## config.mk

```make
export PLATFORM = sky130hd
export DESIGN_NAME = traffic_controller_n
export DESIGN_NICKNAME = d
export VERILOG_FILES = /design/src/rtl/traffic_controller_n.sv
export SDC_FILE = /design/constraint.sdc
export NUM_CORES = 1
export LEC_CHECK = 0
export BUFFER_PORTS_ARGS = -buffer_cell sky130_fd_sc_hd__buf_2
export CORE_MARGIN = 1
export CORE_UTILIZATION = 45
export DETAILED_ROUTE_END_ITERATION = 10
export PLACE_DENSITY = 0.7
export SLEW_MARGIN = 10
export SYNTH_ARGS = -nofsm -noshare
export SYNTH_HDL_FRONTEND = slang
export SYNTH_SLANG_ARGS = --single-unit
```

## constraint.sdc

```tcl
create_clock -name clk -period 2.3 [get_ports clk]
set_input_delay 0.115 -clock clk [delete_from_list [all_inputs] [get_ports clk]]
set_output_delay 0.115 -clock clk [all_outputs]
set_load 0.1 [all_outputs]
```

## src/rtl/traffic_controller_n.sv

```systemverilog
// Purpose: N-approach round-robin intersection controller with emergency preemption and pedestrian WALK.
// Latency: outputs decode registered state only; an input sampled at edge t shows effect from t+1.
// Backpressure: none; requests are level/pulse inputs, pedestrian requests latch until served.
//
// Ports:
//   clk, rst           - clock and synchronous active-high reset
//   emergency_req[N]   - level emergency request per approach (lowest index wins)
//   ped_req[N]         - pedestrian push-button per approach (pulse or level)
//   red/yellow/green   - lamp outputs per approach (exactly one high per approach)
//   walk[N], buzzer    - pedestrian WALK per approach, buzzer = OR of walk
//   emergency          - high while preemption is in progress
//   emergency_timer    - remaining hold count during EM_HOLD, 0 otherwise
//   active_idx         - approach currently owning the phase
module traffic_controller_n #(
    parameter int N_APPROACH = 4,
    parameter int GREEN_T    = 8,
    parameter int YELLOW_T   = 2,
    parameter int ALLRED_T   = 1,
    parameter int WALK_T     = 5,
    parameter int EMERG_HOLD = 6,
    parameter int TW         = 4
) (
    input  logic                          clk,
    input  logic                          rst,
    input  logic [N_APPROACH-1:0]         emergency_req,
    input  logic [N_APPROACH-1:0]         ped_req,
    output logic [N_APPROACH-1:0]         red,
    output logic [N_APPROACH-1:0]         yellow,
    output logic [N_APPROACH-1:0]         green,
    output logic [N_APPROACH-1:0]         walk,
    output logic                          buzzer,
    output logic                          emergency,
    output logic [TW-1:0]                 emergency_timer,
    output logic [$clog2(N_APPROACH)-1:0] active_idx
);
    localparam int IW       = $clog2(N_APPROACH);
    localparam int WALK_EFF = (WALK_T < GREEN_T) ? WALK_T : GREEN_T;
    localparam logic [N_APPROACH-1:0] ONE = N_APPROACH'(1);

    typedef enum logic [2:0] {
        ST_GREEN,
        ST_YELLOW,
        ST_ALL_RED,
        ST_EM_GREEN,
        ST_EM_HOLD
    } state_t;

    state_t                state_q, state_d;
    logic [TW-1:0]         timer_q, timer_d;
    logic [IW-1:0]         idx_q, idx_d;
    logic                  em_q, em_d;
    logic [IW-1:0]         em_idx_q, em_idx_d;
    logic                  post_q, post_d;      // in the yellow/all-red tail that follows an emergency
    logic [TW-1:0]         em_timer_q, em_timer_d;
    logic [N_APPROACH-1:0] pending_q, pending_d;
    logic [N_APPROACH-1:0] walk_q, walk_d;
    logic [TW-1:0]         walk_timer_q, walk_timer_d;

    logic [IW-1:0]         win;
    logic                  req_any;
    logic [IW-1:0]         idx_next_rr;

    // Lowest set index of emergency_req wins.
    always_comb begin
        win = '0;
        for (int i = N_APPROACH - 1; i >= 0; i--) begin
            if (emergency_req[i]) win = IW'(i);
        end
    end

    assign req_any     = |emergency_req;
    assign idx_next_rr = (idx_q == IW'(N_APPROACH - 1)) ? '0 : idx_q + 1'b1;

    // State register
    always_ff @(posedge clk) begin
        if (rst) begin
            state_q      <= ST_ALL_RED;
            timer_q      <= TW'(ALLRED_T - 1);
            idx_q        <= IW'(N_APPROACH - 1);
            em_q         <= 1'b0;
            em_idx_q     <= '0;
            post_q       <= 1'b0;
            em_timer_q   <= '0;
            pending_q    <= '0;
            walk_q       <= '0;
            walk_timer_q <= '0;
        end else begin
            state_q      <= state_d;
            timer_q      <= timer_d;
            idx_q        <= idx_d;
            em_q         <= em_d;
            em_idx_q     <= em_idx_d;
            post_q       <= post_d;
            em_timer_q   <= em_timer_d;
            pending_q    <= pending_d;
            walk_q       <= walk_d;
            walk_timer_q <= walk_timer_d;
        end
    end

    // Next-state logic
    always_comb begin
        state_d      = state_q;
        timer_d      = timer_q;
        idx_d        = idx_q;
        em_d         = em_q;
        em_idx_d     = em_idx_q;
        post_d       = post_q;
        em_timer_d   = em_timer_q;
        pending_d    = pending_q | ped_req;
        walk_d       = walk_q;
        walk_timer_d = walk_timer_q;

        if (walk_q != '0) begin
            if (walk_timer_q == '0) walk_d = '0;
            else                    walk_timer_d = walk_timer_q - 1'b1;
        end

        case (state_q)
            ST_GREEN: begin
                if (req_any) begin
                    em_d = 1'b1;
                    if (win == idx_q) begin
                        // Same approach already green: hold it without a yellow.
                        state_d = ST_EM_GREEN;
                        timer_d = '0;
                    end else begin
                        state_d  = ST_YELLOW;
                        timer_d  = TW'(YELLOW_T - 1);
                        em_idx_d = win;
                    end
                end else if (timer_q == '0) begin
                    state_d = ST_YELLOW;
                    timer_d = TW'(YELLOW_T - 1);
                end else begin
                    timer_d = timer_q - 1'b1;
                end
            end
            ST_YELLOW: begin
                if (!post_q && req_any) begin
                    em_d     = 1'b1;
                    em_idx_d = win;
                end
                if (timer_q == '0) begin
                    state_d = ST_ALL_RED;
                    timer_d = TW'(ALLRED_T - 1);
                end else begin
                    timer_d = timer_q - 1'b1;
                end
            end
            ST_ALL_RED: begin
                if (!post_q && req_any) begin
                    em_d     = 1'b1;
                    em_idx_d = win;
                end
                if (timer_q == '0) begin
                    post_d = 1'b0;
                    if (em_d) begin
                        state_d = ST_EM_GREEN;
                        idx_d   = em_idx_d;
                        timer_d = '0;
                    end else begin
                        state_d = ST_GREEN;
                        timer_d = TW'(GREEN_T - 1);
                        // Leaving an emergency, a still-requesting approach is served next.
                        idx_d   = (post_q && req_any) ? win : idx_next_rr;
                        // Grant every pending crossing except the approach going green.
                        walk_d       = pending_q & ~(ONE << idx_d);
                        walk_timer_d = TW'(WALK_EFF - 1);
                        pending_d    = pending_d & ~walk_d;
                    end
                end else begin
                    timer_d = timer_q - 1'b1;
                end
            end
            ST_EM_GREEN: begin
                if (!emergency_req[idx_q]) begin
                    state_d    = ST_EM_HOLD;
                    em_timer_d = TW'(EMERG_HOLD - 1);
                end
            end
            ST_EM_HOLD: begin
                if (emergency_req[idx_q]) begin
                    state_d    = ST_EM_GREEN;
                    em_timer_d = '0;
                end else if (em_timer_q == '0) begin
                    state_d = ST_YELLOW;
                    timer_d = TW'(YELLOW_T - 1);
                    em_d    = 1'b0;
                    post_d  = 1'b1;
                end else begin
                    em_timer_d = em_timer_q - 1'b1;
                end
            end
            default: begin
                state_d = ST_ALL_RED;
                timer_d = TW'(ALLRED_T - 1);
            end
        endcase

        // Any walk window in progress is abandoned once preemption starts.
        if (em_d) walk_d = '0;
    end

    // Output decode
    always_comb begin
        green  = '0;
        yellow = '0;
        case (state_q)
            ST_GREEN, ST_EM_GREEN, ST_EM_HOLD: green  = ONE << idx_q;
            ST_YELLOW:                         yellow = ONE << idx_q;
            default: ;
        endcase
        red             = ~(green | yellow);
        walk            = em_q ? '0 : walk_q;
        buzzer          = |walk;
        emergency       = em_q;
        emergency_timer = em_timer_q;
        active_idx      = idx_q;
    end

endmodule

```

Word level (Yosys, flattened, before mapping)
Index checks and enable logic that the tools add are counted.

word-level totals
  flip-flop bits (word level) = 29
  input bits = 10
  output and inout port bits = 24
  logic and storage cells = 125

operators by class
  add/sub/neg operators = 4
  order comparisons = 1
  eq/ne operators = 16
  shifts and indexed selects = 2
  muxes and demuxes = 62
  bitwise logic cells = 8
  reduce and logical (&&, ||, !) cells = 22

operators with widths
  operator                                                             count
  4-bit 2-to-1 mux                                                     25
  2-bit 2-to-1 mux                                                     12
  3-bit 2-to-1 mux                                                     8
  4-bit one-hot mux with 5 select lines                                1
  3-bit one-hot mux with 5 select lines                                1
  2-bit inequality test (second input constant)                        7
  4-bit zero test                                                      3
  4-bit NOT                                                            3
  4-bit by 1-bit subtractor with 4-bit output (second input constant)  3
  1-bit 2-to-1 mux                                                     10
  3-bit inequality test (second input constant)                        3
  3-bit AND reduction                                                  3
  4-bit bitwise AND                                                    2
  4-bit bitwise OR                                                     2
  4-bit one-hot mux with 2 select lines                                1
  4-bit OR reduction                                                   2
  1-bit by 2-bit left shift with 4-bit output (first input constant)   2
  3-bit by 2-bit == test with 1-bit output (second input constant)     2
  2-bit nonzero test                                                   3
  5-bit AND reduction                                                  1
  1-bit one-hot mux with 4 select lines                                1
  2-bit one-hot mux with 2 select lines                                1
  4-bit AND reduction                                                  1
  4-bit nonzero test                                                   1
  15 further kinds                                                     17

Depth between registers and ports, before layout
Gate-level depths: netlist of run 1.

  word-level depth = 13
  mapped depth = 7
  mapped depth without buffers = 7

Worst setup path after synthesis of run 1
OpenSTA, ideal clock, no wires.

  path kind = reg-to-output
  start = register idx_q[0] (netlist: active_idx[0])
  end = output red[2]
  data arrival time = 3,457 ps
  data required time = 2,185 ps
  setup slack = -1,272 ps
  stages on the path, launching flop included = 6
  buffers on the path = 1
  cell sequence = dfxtp_1 > buf_2 > inv_1 > ha_1 > and2_1 > nor2_1

between the ends
  longest elaborated chain between the ends = 4
  elaborated cells between the ends (all ways) = 5
  those cells by class = 1 x shift; 2 x mux; 2 x bitwise

RTL lines
  item                                         line  text
  from (decl)                                  50    logic [IW-1:0] idx_q, idx_d;
  from (signal assigned)                       79    idx_q <= IW'(N_APPROACH - 1);
  from (signal assigned)                       90    idx_q <= idx_d;
  1-bit by 2-bit left shift with 4-bit output  211   ST_YELLOW: yellow = ONE << idx_q;
  4-bit 2-to-1 mux                             209   case (state_q)
  via yellow[2]                                28    output logic [N_APPROACH-1:0] yellow,
  4-bit bitwise OR                             214   red = ~(green | yellow);
  4-bit NOT                                    214
  to (decl)                                    27    output logic [N_APPROACH-1:0] red,

The timed path passes the listed nets, and every way through them passes these cells.

Worst setup path in the final report of run 1
  start = register state_q[0]
  end = output red[0]

between the ends
  longest elaborated chain between the ends = 5
  elaborated cells between the ends (all ways) = 9
  those cells by class = 3 x eq/ne; 2 x mux; 2 x bitwise; 2 x reduce/logical

RTL lines
  item                                                              line  text
  from (decl)                                                       48    state_t state_q, state_d;
  from (signal assigned)                                            88    state_q <= state_d;
  3-bit by 2-bit == test with 1-bit output (tied with other cells)  209
  3-bit OR reduction                                                209
  4-bit 2-to-1 mux                                                  209
  4-bit bitwise OR *                                                214
  4-bit NOT *                                                       214

Mark *: on every way between the ends. The rest lies on a longest branch, timed or not.

==> impl_metrics.csv, run 1 <==
group,metric,value,unit
outcome,status,"completed",
final_layout,regArea,590.6,um^2
timing,fin_ws,128.7,ps
worst_setup_path,arrival,2060,ps
pwr,vdd_ir_drop_max,0.0005542,V
yosys,synth-warning-count,0,
clock_network,cts_hold_buffers,0,
route,viasPerCell,5.754,
yosys,syn_area_per_cell,7.933,um^2
final_layout,final_common_cell,"buf_2",
yosys,synth_top_cell_area_share,29.99,%
final_layout,utilization,56.21,%
clock_network,clock-root-buffer,"clkbuf_8",
yosys,synth.area.top_cells,"dfxtp_1, nor2_1, ha_1",
final_layout,area_growth,17.84,%
route,wl,4.301,mm
final_layout,fin_cells,321,
worst_hold_path,hp-class,"in2reg",
timing,hold_viol_final,0,
grt,grt_pass1_wl,7.017,mm
floorplan,initial_core_util,47.70,%
placed_design,place_ws,229.7,ps
grt,track_usage,20.55,%
grt,grt_pass1_vias,1607,
worst_setup_path,critPathMaxFanout,11,
route,drtPass1Iterations,4,
pwr,p_int,1.374,mW
worst_setup_path,worst-setup-path-type,"reg2out",
clock_network,cts_buffer_depth,2,
timing,hold_ws,56.03,ps
worst_setup_path,r2r_start,"active_idx[0]",
route,vias,1847,
grt,antenna_found_initial,0,
yosys,syn_inst,244,
final_layout,final_nets,288,
pwr,seqPwrFrac,27.1,%
pwr,p_sw_share,50.35,%
yosys,synthArstFlopShare,0,%
floorplan,rows,23,
timing,rsz0062_at_grt,"false",
yosys,seq_area_frac_synth,29.99,%
clock_network,h-tree-depth,2,
placed_design,dpl-instance-area,2162,um^2
placed_design,dp_cells,313,
clock_network,numCtsBuffers,5,
placed_design,place_hpwl,3.164,mm
clock_network,cts_tree,"built",
pwr,cellLeakagePower,0.9541,nW
final_layout,drive_above_1_share,22.88,%
timing,setup-tns-final,0,ps
final_layout,n_fill_cell,384,
timing,timing.fmax,0.4605,GHz
clock_network,cts_setup_buffers,0,
yosys,synth_ff_type,"dfxtp_1",
timing,tightest_slew,533.0,ps
timing,fin_crit_sh,94.41,%
floorplan,die_area,4568,um^2
yosys,ys_ff_latch,29,
clock_network,cts.sink_count,29,
pwr,finalPower,2.768,mW
pwr,p_clk_share,18.3,%
yosys,synth_nets,262,
final_layout,stdcell_area,2281,um^2
placed_design,gp_congestion,0.8674,
flow_run,drv_cap,0,
worst_hold_path,min_from,"ped_req[3]",
yosys,yosys.area.top_type,"dfxtp_1",
grt,grt_max_degree,19,
timing,maxSlewHeadroom,64.42,%
placed_design,portBuffers,33,
clock_network,cts.clk_slew.worst_paths,70,ps
route,drt_iter0_markers,108,
floorplan,core_region_area,4058,um^2
floorplan,die_h,67.59,um
pwr,combPwrFrac,54.6,%
grt,grt_overflow,0,
pwr,p_sw,1.394,mW
pwr,power_density,1214,nW/um^2
worst_setup_path,end_kind,"output port",
timing,slew_violations,0,
clock_network,worst_skew_pair.late_latency,280,ps
yosys,synth_edf_count,0,
timing,fin_skew,6.998,ps
final_layout,final_cell_mix,"buf_2, nor2_1, dfxtp_1, a21oi_1",
yosys,netlist_area,1936,um^2
final_layout,antenna_cells,0,
route,wire_per_inst,13.40,um
final_layout,multiInputGateArea,1265,um^2
floorplan,die_w,67.59,um
floorplan,ios,34,
timing,setup_viol,0,
worst_setup_path,r2r_slack,210,ps
yosys,synth.distinct_cells,53,
worst_setup_path,startpoint,"state_q[0]",
route,postRouteAntennaNets,0,
worst_setup_path,cp-start-kind,"register",
route,drc,0,
worst_setup_path,worstPathRequired,2180,ps
timing,min_period,2171,ps
[Yosys cell counts (2+ instances only)]
cell type	instances
a211oi_1	5
a21oi_1	18
a221o_1	2
a31oi_1	2
and2_1	8
buf_2	3
clkbuf_1	14
dfxtp_1	29
ha_1	8
inv_1	15
mux2i_1	3
nand2_1	15
nand2b_1	4
nor2_1	30
nor2b_1	5
nor3_1	10
nor3b_1	8
nor4_1	4
o211a_1	4
o211ai_1	7
o21ai_0	7
o21bai_1	4
o22ai_1	2
o311a_1	2
o31ai_1	2
o32ai_1	2
or2_1	2
or4_1	3
xnor2_1	2
[worst max-delay path, cell delays in order, from the launching register on]
cell     delay (ps)
dfxtp_1         530
or2_1           290
o21ai_1         170
and2_2          270
nor2_4           90
buf_2           420
[cell type report]
class / count / area share [%]
Timing Repair Buffer: 36 / 8.557
Clock buffer: 8 / 4.882
Inverter: 15 / 2.468
Sequential cell: 29 / 25.89
Multi-Input combinational cell: 183 / 55.46
Tap cell: 50 / 2.743
[per-layer routing]
layer  vias up  global-route usage, %  wire length, um
met5         -                      0                0
met4         0                  8.245               26
met3         2                  4.561              180
met2        35                  33.54             1987
met1       859                  25.83             2108
li1        951                      -                -
[registers in the layout, summed over array words and instances, names as in the netlist]
register,flops
active_idx,2
em_idx_q,2
emergency,1
emergency_timer,4
pending_q,4
post_q,1
state_q,3
timer_q,4
walk_q,4
walk_timer_q,4
[what timing repair did]
item / 4_1_cts / 5_1_grt
gates cloned: 0 / 0
gates resized for setup: 2 / 2
endpoints found under the setup margin: 2 / 8
[worst paths after layout]
path                   endpoint  cells after the start
min reg2reg  emergency_timer[1]                      2
max reg2reg           walk_q[2]                      5
min                pending_q[3]                      2
max                      red[0]                      5
[kinds of logic (layout without fill, tap and decap cells)]
kind of cell               Yosys count  count (layout)  synth area share, %
buffers and inverters               32              59                6.399
DFF                                 29              29                29.99
adders and majority gates            8               8                5.172
AOI/OAI and AO/OA                   71              71                27.47
xor gates and xnor gates             2               2               0.9051
and+or+nand+nor                     96              96                26.18
muxes                                6               6                3.878
[power groups by stage]
stage / clock, mW / sequential (mW) / combinational, mW
3_5_place_dp: 0 / 0.759 / 1.50
2_1_floorplan: 0 / 0.905 / 1.11
4_1_cts: 0.515 / 0.750 / 1.51
6_report: 0.506 / 0.750 / 1.51
3_3_place_gp: 0 / 0.754 / 1.49
5_1_grt: 0.536 / 0.774 / 1.63
(Power assumes the default switching activity.)
==> run 2, diff against run 1 <==
Settings changed: ABC_AREA from default to 1, CORE_UTILIZATION 45 to 30, PLACE_DENSITY 0.7 to 0.52.
==> impl_metrics.csv, run 2 <==
group,metric,value,unit
yosys,synthArstFlopShare,0,%
timing,hold_ws,75.08,ps
timing,hold_viol_final,0,
yosys,syn_inst,293,
clock_network,cts_buffer_depth,2,
worst_hold_path,min_from,"ped_req[0]",
pwr,p_clk_share,16.7,%
route,viasPerCell,4.626,
yosys,synth-warning-count,0,
worst_setup_path,worstPathRequired,2180,ps
route,wire_per_inst,10.80,um
yosys,syn_area_per_cell,6.474,um^2
worst_hold_path,hp-class,"in2reg",
yosys,ys_ff_latch,29,
clock_network,clock-root-buffer,"clkbuf_8",
grt,grt_pass1_vias,1751,
yosys,yosys.area.top_type,"dfxtp_1",
yosys,synth_common_cells,"nand2_1, inv_1, nor2_1",
clock_network,numCtsBuffers,5,
yosys,synth_top_cell_area_share,30.61,%
yosys,seq_area_frac_synth,30.61,%
clock_network,cts_tree,"built",
yosys,synth_nets,311,
final_layout,drive_above_1_share,27.49,%
outcome,status,"completed",
timing,min_period,1973,ps
floorplan,ios,34,
final_layout,final_nets,348,
yosys,synth.distinct_cells,31,
yosys,synth.area.top_cells,"dfxtp_1, nand2_1, inv_1",
timing,tightest_slew,487.1,ps
worst_setup_path,arrival,1860,ps
route,vias,1878,
pwr,p_sw_share,56.12,%
floorplan,die_area,6645,um^2
pwr,p_int,1.480,mW
placed_design,place_hpwl,3.378,mm
worst_setup_path,r2r_start,"timer_q[0]",
route,drtPass1Iterations,4,
timing,maxSlewHeadroom,67.75,%
placed_design,gp_congestion,0.7861,
floorplan,die_w,81.52,um
route,wl,4.384,mm
floorplan,core_region_area,6026,um^2
floorplan,rows,28,
pwr,power_density,1444,nW/um^2
timing,setup_viol,0,
yosys,synth_ff_type,"dfxtp_1",
placed_design,portBuffers,33,
final_layout,final_cell_mix,"nand2_1, inv_1, buf_2, a21oi_1, dfxtp_1",
worst_setup_path,end_kind,"output port",
final_layout,antenna_cells,0,
timing,timing.fmax,0.5070,GHz
final_layout,final_common_cell,"nand2_1",
pwr,cellLeakagePower,1.075,nW
clock_network,cts.clk_slew.worst_paths,70,ps
grt,grt_max_degree,15,
grt,grt_pass1_wl,7.507,mm
clock_network,cts.sink_count,29,
clock_network,cts_hold_buffers,0,
pwr,combPwrFrac,61.1,%
grt,grt_overflow,0,
route,drt_iter0_markers,61,
worst_setup_path,critPathMaxFanout,4,
final_layout,utilization,38.79,%
yosys,synth_most_common_cell,"nand2_1",
pwr,seqPwrFrac,22.2,%
timing,rsz0062_at_grt,"false",
timing,fin_skew,5.094,ps
pwr,vdd_ir_drop_max,0.001223,V
yosys,netlist_area,1897,um^2
clock_network,cts_setup_buffers,0,
flow_run,drv_cap,0,
clock_network,h-tree-depth,2,
final_layout,area_growth,23.22,%
timing,slew_violations,0,
worst_setup_path,startpoint,"state_q[1]",
clock_network,worst_skew_pair.late_latency,280,ps
grt,antenna_found_initial,0,
floorplan,initial_core_util,31.48,%
worst_setup_path,worst-setup-path-type,"reg2out",
floorplan,die_h,81.52,um
yosys,synth_edf_count,0,
pwr,p_sw,1.894,mW
clock_network,cts-resized-gates,0,
grt,track_usage,14.59,%
worst_setup_path,cp-start-kind,"register",
timing,setup-tns-final,0,ps
route,drc,0,
timing,fin_crit_sh,85.76,%
route,postRouteAntennaNets,0,
[run 2: changes by cell type in the layout (fill, tap and decap cells not counted), sizes merged, moves of 5 or more]
cell    before  now
nor2b        5    0
nor2        30   46
nor3b        8    0
nor3        10    2
and2         8    0
o211ai       7    2
inv         15   50
a21oi       19   31
nand3        0   22
nand2       15   67
o21ai        7   20
[run 2: layout make-up]
class                      count  area, um^2
fill                         669        3689
multi-input combinational    210        1181
clock inverter                 2       37.54
tap                           75       93.84
inverter                      51       193.9
sequential                    29       583.1
timing repair buffer          33       165.2
clock buffer                   6       82.58
[run 2: power by group through the flow]
stage	logic [mW]	clock network [mW]	registers, mW
floorplan	1.49	0	0.990
global placement	2.06	0	0.759
detailed placement	2.06	0	0.761
CTS	2.07	0.581	0.749
global route	2.27	0.600	0.765
finish	2.06	0.564	0.748
[run 2: cell families after synthesis]
kind of cell,synth area share [%]
adders and majority gates,5.277
xor gates and xnor gates,1.385
AOI/OAI and AO/OA,17.02
and+or+nand+nor,34.50
DFF,30.61
buffers and inverters,11.21
[run 2: path summary, 6_finish.rpt]
kind                        endpoint  slack [ps]  depth (start not counted)
hold reg to reg   emergency_timer[1]         480                          2
setup / recovery              red[0]         330                          8
setup reg to reg     walk_timer_q[3]         690                          9
hold / removal          pending_q[0]          80                          2
[run 2: critical path, cell delays in order (launching register included)]
cell	delay, ps
dfxtp_1	360
inv_2	80
nor2_1	50
nand2_1	80
inv_1	80
nor2_2	340
nor2_2	90
nor2_4	80
buf_2	420
[run 2: per-layer routing]
metal | part of all wire, % | up-vias | global-route usage [%]
li1 | - | 1008 | -
met1 | 51 | 828 | 18.43
met2 | 44 | 37 | 24.50
met3 | 4.4 | 5 | 3.333
met4 | 0.73 | 0 | 4.286
met5 | 0 | - | 0
[run 2: stage by stage]
stage	area, um^2	worst slack, ps	cells	total power, mW
6_report	2337	327.5	406	3.374
5_1_grt	2337	196.7	406	3.638
4_1_cts	2335	114.0	406	3.398
3_5_place_dp	2215	428.2	398	2.822
3_3_place_gp	2215	447.0	398	2.820
2_1_floorplan	1974	59.45	293	2.484
